`src/rtl/fpu_pkg.sv`:
```
// Shared constants for the FP add/sub result fixup path.
//   MW/EW/GW : fraction, exponent and guard/round/sticky widths
//   SUM_W    : raw adder width (carry + hidden + fraction + GRS)
//   MAG_W    : magnitude width after the carry is resolved
//   LZ_W     : width of a leading-zero count over MAG_W bits
//   CMP_*    : bit positions inside the in_cmp mantissa-compare vector
package fpu_pkg;
  localparam int MW    = 23;
  localparam int EW    = 8;
  localparam int GW    = 3;
  localparam int SUM_W = MW + GW + 2;
  localparam int MAG_W = MW + GW + 1;
  localparam int LZ_W  = $clog2(MAG_W + 1);

  localparam int CMP_B_LESS = 0;  // aligned-path (B) mantissa smaller
  localparam int CMP_A_LESS = 1;  // A mantissa smaller
endpackage

```
`src/rtl/fp_lzc.sv`:
```
// Combinational leading-zero counter.
//   vec : input vector, MSB first
//   cnt : number of zeros above the highest set bit (W when vec is all zero)
module fp_lzc #(
  parameter int W  = 27,
  parameter int CW = $clog2(W + 1)
) (
  input  logic [W-1:0]  vec,
  output logic [CW-1:0] cnt
);
  // Ascending scan: the highest set bit is the last one to write cnt.
  always_comb begin
    cnt = CW'(W);
    for (int i = 0; i < W; i++)
      if (vec[i]) cnt = CW'(W - 1 - i);
  end
endmodule

```
`src/rtl/fp_sub_result_fixup.sv`:
```
// Post-adder fixup for the add/sub path: removes the effect of the B-mantissa
// inversion, resolves the result sign, detects exact zero and normalizes the
// magnitude (LZC + left shift) with exponent adjust. Two-stage valid/ready
// pipeline feeding the rounding stage.
//   clk, rst_n            clock, async active-low reset
//   in_valid/in_ready     input handshake
//   in_sum                raw adder result, MSB = carry-out
//   in_exp                larger operand exponent
//   in_eff_sub            effective subtract
//   in_sign_a/b/d, in_zero_d, in_cmp   sign resolution inputs
//   out_valid/out_ready   output handshake
//   out_sign/exp/mant     normalized result, hidden bit at out_mant MSB
//   out_zero/ovf/uflow    exact zero, exponent hit all-ones, denormal
//   out_err               sticky invariant error
// Optional: FP_FIXUP_INVARIANT_CHECK_EN enables the out_err check
// (effective subtract without carry-out); otherwise out_err is tied low.
module fp_sub_result_fixup
  import fpu_pkg::*;
(
  input  logic               clk,
  input  logic               rst_n,
  input  logic               in_valid,
  output logic               in_ready,
  input  logic [SUM_W-1:0]   in_sum,
  input  logic [EW-1:0]      in_exp,
  input  logic               in_eff_sub,
  input  logic               in_sign_a,
  input  logic               in_sign_b,
  input  logic               in_sign_d,
  input  logic               in_zero_d,
  input  logic [1:0]         in_cmp,
  output logic               out_valid,
  input  logic               out_ready,
  output logic               out_sign,
  output logic [EW-1:0]      out_exp,
  output logic [MAG_W-1:0]   out_mant,
  output logic               out_zero,
  output logic               out_ovf,
  output logic               out_uflow,
  output logic               out_err
);
  localparam int STAGES = 2;

  logic [STAGES:1] vld_pipe;
  logic s1_adv, s2_adv, in_fire, carry;

  assign s2_adv    = !vld_pipe[2] | out_ready;
  assign s1_adv    = vld_pipe[1] & s2_adv;
  assign in_ready  = !vld_pipe[1] | s1_adv;
  assign in_fire   = in_valid & in_ready;
  assign out_valid = vld_pipe[2];
  assign carry     = in_sum[SUM_W-1];

  // ---------------- stage 1: carry / sign / zero / LZC ----------------
  logic [MAG_W-1:0] mag_nx;
  logic [EW:0]      exp1_nx;
  logic             ovf1_nx, sign1_nx, zero1_nx;
  logic [LZ_W-1:0]  lzc_nx;

  always_comb begin
    // Subtract: carry-out is the artefact of the inverted operand, drop it.
    mag_nx  = in_sum[MAG_W-1:0];
    exp1_nx = {1'b0, in_exp};
    ovf1_nx = 1'b0;
    if (!in_eff_sub && carry) begin
      // Add overflowed into the carry: shift right one, keep the lost LSB sticky.
      mag_nx  = {1'b1, in_sum[MAG_W-1:2], in_sum[1] | in_sum[0]};
      exp1_nx = {1'b0, in_exp} + (EW+1)'(1);
      ovf1_nx = (exp1_nx == {1'b0, {EW{1'b1}}});
    end

    if (!in_zero_d)                 sign1_nx = in_sign_d ? in_sign_b : in_sign_a;
    else if (in_cmp[CMP_B_LESS])    sign1_nx = in_sign_a;
    else if (in_cmp[CMP_A_LESS])    sign1_nx = in_sign_b;
    else                            sign1_nx = in_sign_a;

    zero1_nx = in_eff_sub && (mag_nx == '0);
    if (zero1_nx) sign1_nx = 1'b0;
  end

  fp_lzc #(.W(MAG_W), .CW(LZ_W)) u_lzc (.vec(mag_nx), .cnt(lzc_nx));

  logic [MAG_W-1:0] s1_mag;
  logic [EW:0]      s1_exp;
  logic [LZ_W-1:0]  s1_lzc;
  logic             s1_sign, s1_zero, s1_ovf;

  always_ff @(posedge clk or negedge rst_n) begin
    if (!rst_n) begin
      vld_pipe[1] <= 1'b0;
      s1_mag      <= '0;
      s1_exp      <= '0;
      s1_lzc      <= '0;
      s1_sign     <= 1'b0;
      s1_zero     <= 1'b0;
      s1_ovf      <= 1'b0;
    end else begin
      if (in_ready) vld_pipe[1] <= in_valid;
      if (in_fire) begin
        s1_mag  <= mag_nx;
        s1_exp  <= exp1_nx;
        s1_lzc  <= lzc_nx;
        s1_sign <= sign1_nx;
        s1_zero <= zero1_nx;
        s1_ovf  <= ovf1_nx;
      end
    end
  end

  // ---------------- stage 2: normalize ----------------
  logic [EW:0]      lz_ext, exp2_nx;
  logic [MAG_W-1:0] mant2_nx;
  logic             uflow2_nx;

  assign lz_ext = (EW+1)'(s1_lzc);

  always_comb begin
    mant2_nx  = s1_mag << lz_ext;
    exp2_nx   = s1_exp - lz_ext;
    uflow2_nx = 1'b0;
    if (s1_zero) begin
      mant2_nx = '0;
      exp2_nx  = '0;
    end else if (s1_exp == '0) begin
      // Already denormal: nothing to shift into.
      mant2_nx  = s1_mag;
      exp2_nx   = '0;
      uflow2_nx = 1'b1;
    end else if (lz_ext >= s1_exp) begin
      // Full normalization would go below exponent 1: stop at the denormal boundary.
      mant2_nx  = s1_mag << (s1_exp - (EW+1)'(1));
      exp2_nx   = '0;
      uflow2_nx = 1'b1;
    end
  end

  always_ff @(posedge clk or negedge rst_n) begin
    if (!rst_n) begin
      vld_pipe[2] <= 1'b0;
      out_sign    <= 1'b0;
      out_exp     <= '0;
      out_mant    <= '0;
      out_zero    <= 1'b0;
      out_ovf     <= 1'b0;
      out_uflow   <= 1'b0;
    end else begin
      if (s2_adv) vld_pipe[2] <= vld_pipe[1];
      if (s1_adv) begin
        out_sign  <= s1_sign;
        out_exp   <= exp2_nx[EW-1:0];
        out_mant  <= mant2_nx;
        out_zero  <= s1_zero;
        out_ovf   <= s1_ovf;
        out_uflow <= uflow2_nx;
      end
    end
  end

`ifdef FP_FIXUP_INVARIANT_CHECK_EN
  // A subtract must always carry out when the smaller operand was the inverted one.
  logic err_q;
  always_ff @(posedge clk or negedge rst_n) begin
    if (!rst_n)                              err_q <= 1'b0;
    else if (in_fire && in_eff_sub && !carry) err_q <= 1'b1;
  end
  assign out_err = err_q;
`else
  assign out_err = 1'b0;
`endif
endmodule
```
`config.mk`:
```
export PLATFORM = sky130hd
export DESIGN_NAME = fp_sub_result_fixup
export DESIGN_NICKNAME = d
export VERILOG_FILES = /design/src/rtl/fpu_pkg.sv /design/src/rtl/fp_lzc.sv /design/src/rtl/fp_sub_result_fixup.sv
export SDC_FILE = /design/constraint.sdc
export NUM_CORES = 1
export LEC_CHECK = 0
export CAP_MARGIN = 10
export CORE_ASPECT_RATIO = 0.8
export CORE_UTILIZATION = 56
export CTS_CLUSTER_SIZE = 24
export DETAILED_ROUTE_END_ITERATION = 10
export GPL_TIMING_DRIVEN = 1
export PLACE_DENSITY = 0.92
export SYNTH_ARGS = -nofsm -noshare
export SYNTH_HDL_FRONTEND = slang
export SYNTH_SLANG_ARGS = --single-unit
```
`constraint.sdc`:
```
create_clock -name clk -period 4.2 [get_ports clk]
set_input_delay 0.63 -clock clk [delete_from_list [all_inputs] [get_ports clk]]
set_output_delay 0.63 -clock clk [all_outputs]
set_load 0.02 [all_outputs]
```
==> run summary <==
OUTCOME
---------------------------------------------------------------------------------
Outcome                                                              finished, final reports clean

STA
---------------------------------------------------------------------------------
Worst slew slack as a fraction of its limit                                 32.7%
Setup repair after global routing missed its margin                         false
Final worst setup slack                                                    427 ps
Worst setup skew after layout                                             9.28 ps
Transition time of the tightest slew-check pin                            1000 ps
Final period utilization                                                    89.8%
Final setup TNS                                                              0 ps
Post-layout minimum cycle time                                            3770 ps
Worst Hold Slack                                                           295 ps
Number of failing hold endpoints at the final stage                             0
Setup violators final                                                           0
Upper clock frequency limit                                               265 MHz
Pins over their slew limit                                                      0

FINAL LAYOUT
---------------------------------------------------------------------------------
Highest-count cells in the layout ignoring fill and taps             sky130_fd_sc_hd__nand2_1, sky130_fd_sc_hd__clkdlybuf4s50_1, sky130_fd_sc_hd__dfrtp_1, sky130_fd_sc_hd__o21ai_0, sky130_fd_sc_hd__a21oi_1
Net count of the finished layout                                              879
Post-Layout Cell Count                                                        963
Growth of design area from synthesis to finish                              20.9%
Antenna diodes                                                                  0
Final design utilization                                                    71.4%
Filler Cells Inserted                                                         839
Most common cell after layout, fill and taps aside                   sky130_fd_sc_hd__nand2_1
Fraction of layout instances using a drive strength above 1                 6.08%

ROUTE
---------------------------------------------------------------------------------
Avg WL per Cell                                                           20.9 µm
Iteration-0 DRC Markers                                                       705
Vias per cell                                                                6.54
Wire length on met3                                                       2260 µm
First-pass iteration count of the detailed router                               5
Post-Route WL                                                            20100 µm
Sum of routed wire segments on met1                                       8720 µm
Vias post-DR                                                                 6294
Met2 wire len                                                             8530 µm
Remaining design rule violation count                                           0
Post-DRT Antenna Nets                                                           0
Uppermost metal layer occupied by signal nets                                met4

PLACE
---------------------------------------------------------------------------------
RD Place Congestion                                                         0.989
Detailed placement HPWL                                                  15100 µm
Quantity of I/O buffers inserted on ports                                      87
Worst slack after detailed placement                                       588 ps
Number of placed instances with taps included                                 947

FLOORPLAN
---------------------------------------------------------------------------------
Effective utilization at floorplan                                          59.1%
Vertical die dimension                                                    96.1 µm
Placeable core region                                                   10500 µm²
Die span in x                                                              120 µm
Top Ports                                                                      89
FP Rows                                                                        33
Total Die Area                                                          11500 µm²

CLOCKING
---------------------------------------------------------------------------------
CTS tree                                                                     done
Number of buffers added for setup after CTS                                     0
Root cell of the clock tree                                          sky130_fd_sc_hd__clkbuf_16
Clock slew seen by the registers of the worst setup and hold paths          70 ps
Inserted Clock Buffers                                                          9
Post-CTS Hold Fix Bufs                                                          0
Clock H-tree levels                                                             3
Number of clock sinks seen by CTS                                              85
Number of gates resized after cts                                               0
Clock insertion delay at the later pin of the skew report                  350 ps
Longest Clk Path Bufs                                                           2

YOSYS
---------------------------------------------------------------------------------
Per-instance average area after synthesis                                8.25 µm²
Cell taking the most area after synthesis                            sky130_fd_sc_hd__dfrtp_1
Syn nets                                                                      812
Cell count after synthesis                                                    751
Register area share after synthesis                                         34.3%
Cell area after synthesis                                                6200 µm²
Most instantiated flip-flop cell in the synthesis netlist            sky130_fd_sc_hd__dfrtp_1
Synth top area share                                                        34.3%
Flip-flop and latch count after synthesis                                      85
Post-synth cell types                                                          63
Number of flops mapped to enable cells by yosys                                 0
Share of synthesized flip-flops with an asynchronous set or reset            100%
Count of warnings emitted by yosys                                              0
Area contributors post-synth                                         sky130_fd_sc_hd__dfrtp_1, sky130_fd_sc_hd__mux2i_1, sky130_fd_sc_hd__nand2_1

POWER AND IR DROP
---------------------------------------------------------------------------------
Sw Pwr                                                                    1400 µW
Sw Share                                                                    39.6%
Worst vdd rail ir drop                                                     188 µV
Int Power                                                                 2130 µW
Combinational group share of total power                                    43.3%
Fraction of power consumed by the clock network                             23.5%
Share of total power in sequential cells                                    33.2%
Standby leakage power                                                  0.00320 µW
Power density normalized to cell area                                  472 nW/µm²

SETUP PATH
---------------------------------------------------------------------------------
Sort of element at the start of the critical path                       flip-flop
Worst endpoint required time                                              4450 ps
Worst path arrival time                                                   4020 ps
End of the worst register-to-register path                           out_mant[17]
Origin of the critical flop-to-flop path                                s1_exp[2]
Reg2Reg Depth                                                                   9
Critical Path Fanout Max                                                       10
R2r setup slk                                                              430 ps
Worst setup EP type                                                     flip-flop
Critical path start-end classification                                    reg2reg

RUN
---------------------------------------------------------------------------------
Max capacitance violation total                                                 0

GLOBAL ROUTING
---------------------------------------------------------------------------------
Largest net degree at the start of global routing                              55
Via count of the first global-routing pass                                   5831
Global-route total usage across every layer                                 36.5%
Total grt overflow                                                              0
Initial antenna violation count                                                 0
First-pass GRT wire length                                               31700 µm

WORST HOLD PATH
---------------------------------------------------------------------------------
Hold/Removal Path Class                                                  in2async

[cells in the mapped netlist (6+ instances only)]
cell / count
sky130_fd_sc_hd__a21oi_1: 61
sky130_fd_sc_hd__o22a_1: 14
sky130_fd_sc_hd__xor2_1: 7
sky130_fd_sc_hd__a31oi_1: 7
sky130_fd_sc_hd__ha_1: 13
sky130_fd_sc_hd__nor3_1: 30
sky130_fd_sc_hd__nor2_1: 41
sky130_fd_sc_hd__o21ai_0: 74
sky130_fd_sc_hd__mux2_2: 6
sky130_fd_sc_hd__xnor2_1: 12
sky130_fd_sc_hd__nand2_1: 107
sky130_fd_sc_hd__dfrtp_1: 85
sky130_fd_sc_hd__nor2b_1: 7
sky130_fd_sc_hd__mux2i_1: 60
sky130_fd_sc_hd__a21o_1: 16
sky130_fd_sc_hd__inv_1: 21
sky130_fd_sc_hd__a211oi_1: 6
sky130_fd_sc_hd__a22oi_1: 12
sky130_fd_sc_hd__nor4_1: 13
sky130_fd_sc_hd__o22ai_1: 9
sky130_fd_sc_hd__nand3_1: 13
sky130_fd_sc_hd__clkbuf_1: 35
sky130_fd_sc_hd__and3_1: 8
sky130_fd_sc_hd__nand2b_1: 9
[stage by stage]
stage | area [µm²] | total power [µW]
CTS | 7490 | 3510
finish | 7490 | 3540
detailed placement | 7190 | 2680
global placement | 7190 | 2650
floorplan | 6200 | 2060
global route | 7490 | 3700
[layout make-up]
class	instances	area, µm²	area share [%]
clock buffer	9	225	3.01
clock inverter	7	80.1	1.07
inverter	21	78.8	1.05
multi-input combinational	597	3800	50.7
sequential	85	2130	28.4
tap	140	175	2.34
timing repair buffer	104	1010	13.5
[state kept, by name, summed over array words and instances, names as in the netlist, 5 cells and up]
signal,cells
out_exp,8
s1_exp,9
s1_lzc,5
s1_mag,27
out_mant,27
[power by group through the flow]
| stage | combinational, µW | sequential, µW | clock (µW) |
|---|---|---|---|
| 2_1_floorplan | 787 | 1270 | 0 |
| 3_3_place_gp | 1480 | 1170 | 0 |
| 3_5_place_dp | 1500 | 1180 | 0 |
| 4_1_cts | 1510 | 1170 | 833 |
| 5_1_grt | 1640 | 1190 | 864 |
| 6_report | 1530 | 1170 | 830 |
[logic make-up after synthesis]
logic type                 Yosys count  synth area share, %
AOI/OAI and AO/OA                  249                 25.7
DFF                                 85                 34.3
and+or+nand+nor                    246                 18.2
muxes                               68                 11.4
xor gates and xnor gates            19                 2.69
other                                1               0.0605
buffers and inverters               69                 4.66
adders and majority gates           14                 2.95
[worst max path at each step]
stage / cells after the start / from / to
global route: 10 / s1_exp[2] / out_mant[26]
floorplan: 11 / s1_exp[2] / out_mant[21]
global placement: 9 / s1_exp[2] / out_mant[17]
CTS: 10 / s1_exp[2] / out_mant[26]
finish: 9 / s1_exp[2] / out_mant[17]
detailed placement: 10 / s1_exp[2] / out_mant[26]
[layer usage]
| layer | GRT usage [%] | vias up |
|---|---|---|
| met5 | 0 | - |
| met4 | 11.9 | 0 |
| met1 | 50.2 | 2916 |
| met2 | 56.5 | 419 |
| li1 | - | 2908 |
| met3 | 8.95 | 51 |
[critical path: stages, from the launching register on]
cell and delay, ps:
sky130_fd_sc_hd__dfrtp_1 490, sky130_fd_sc_hd__inv_1 100, sky130_fd_sc_hd__ha_1 370, sky130_fd_sc_hd__nand2_1 70, sky130_fd_sc_hd__o21ai_0 430, sky130_fd_sc_hd__a21o_1 360, sky130_fd_sc_hd__mux2_2 500, sky130_fd_sc_hd__nor4_1 850
sky130_fd_sc_hd__a22oi_1 240, sky130_fd_sc_hd__o21ai_0 250
Power figures use the tool's default switching activity.
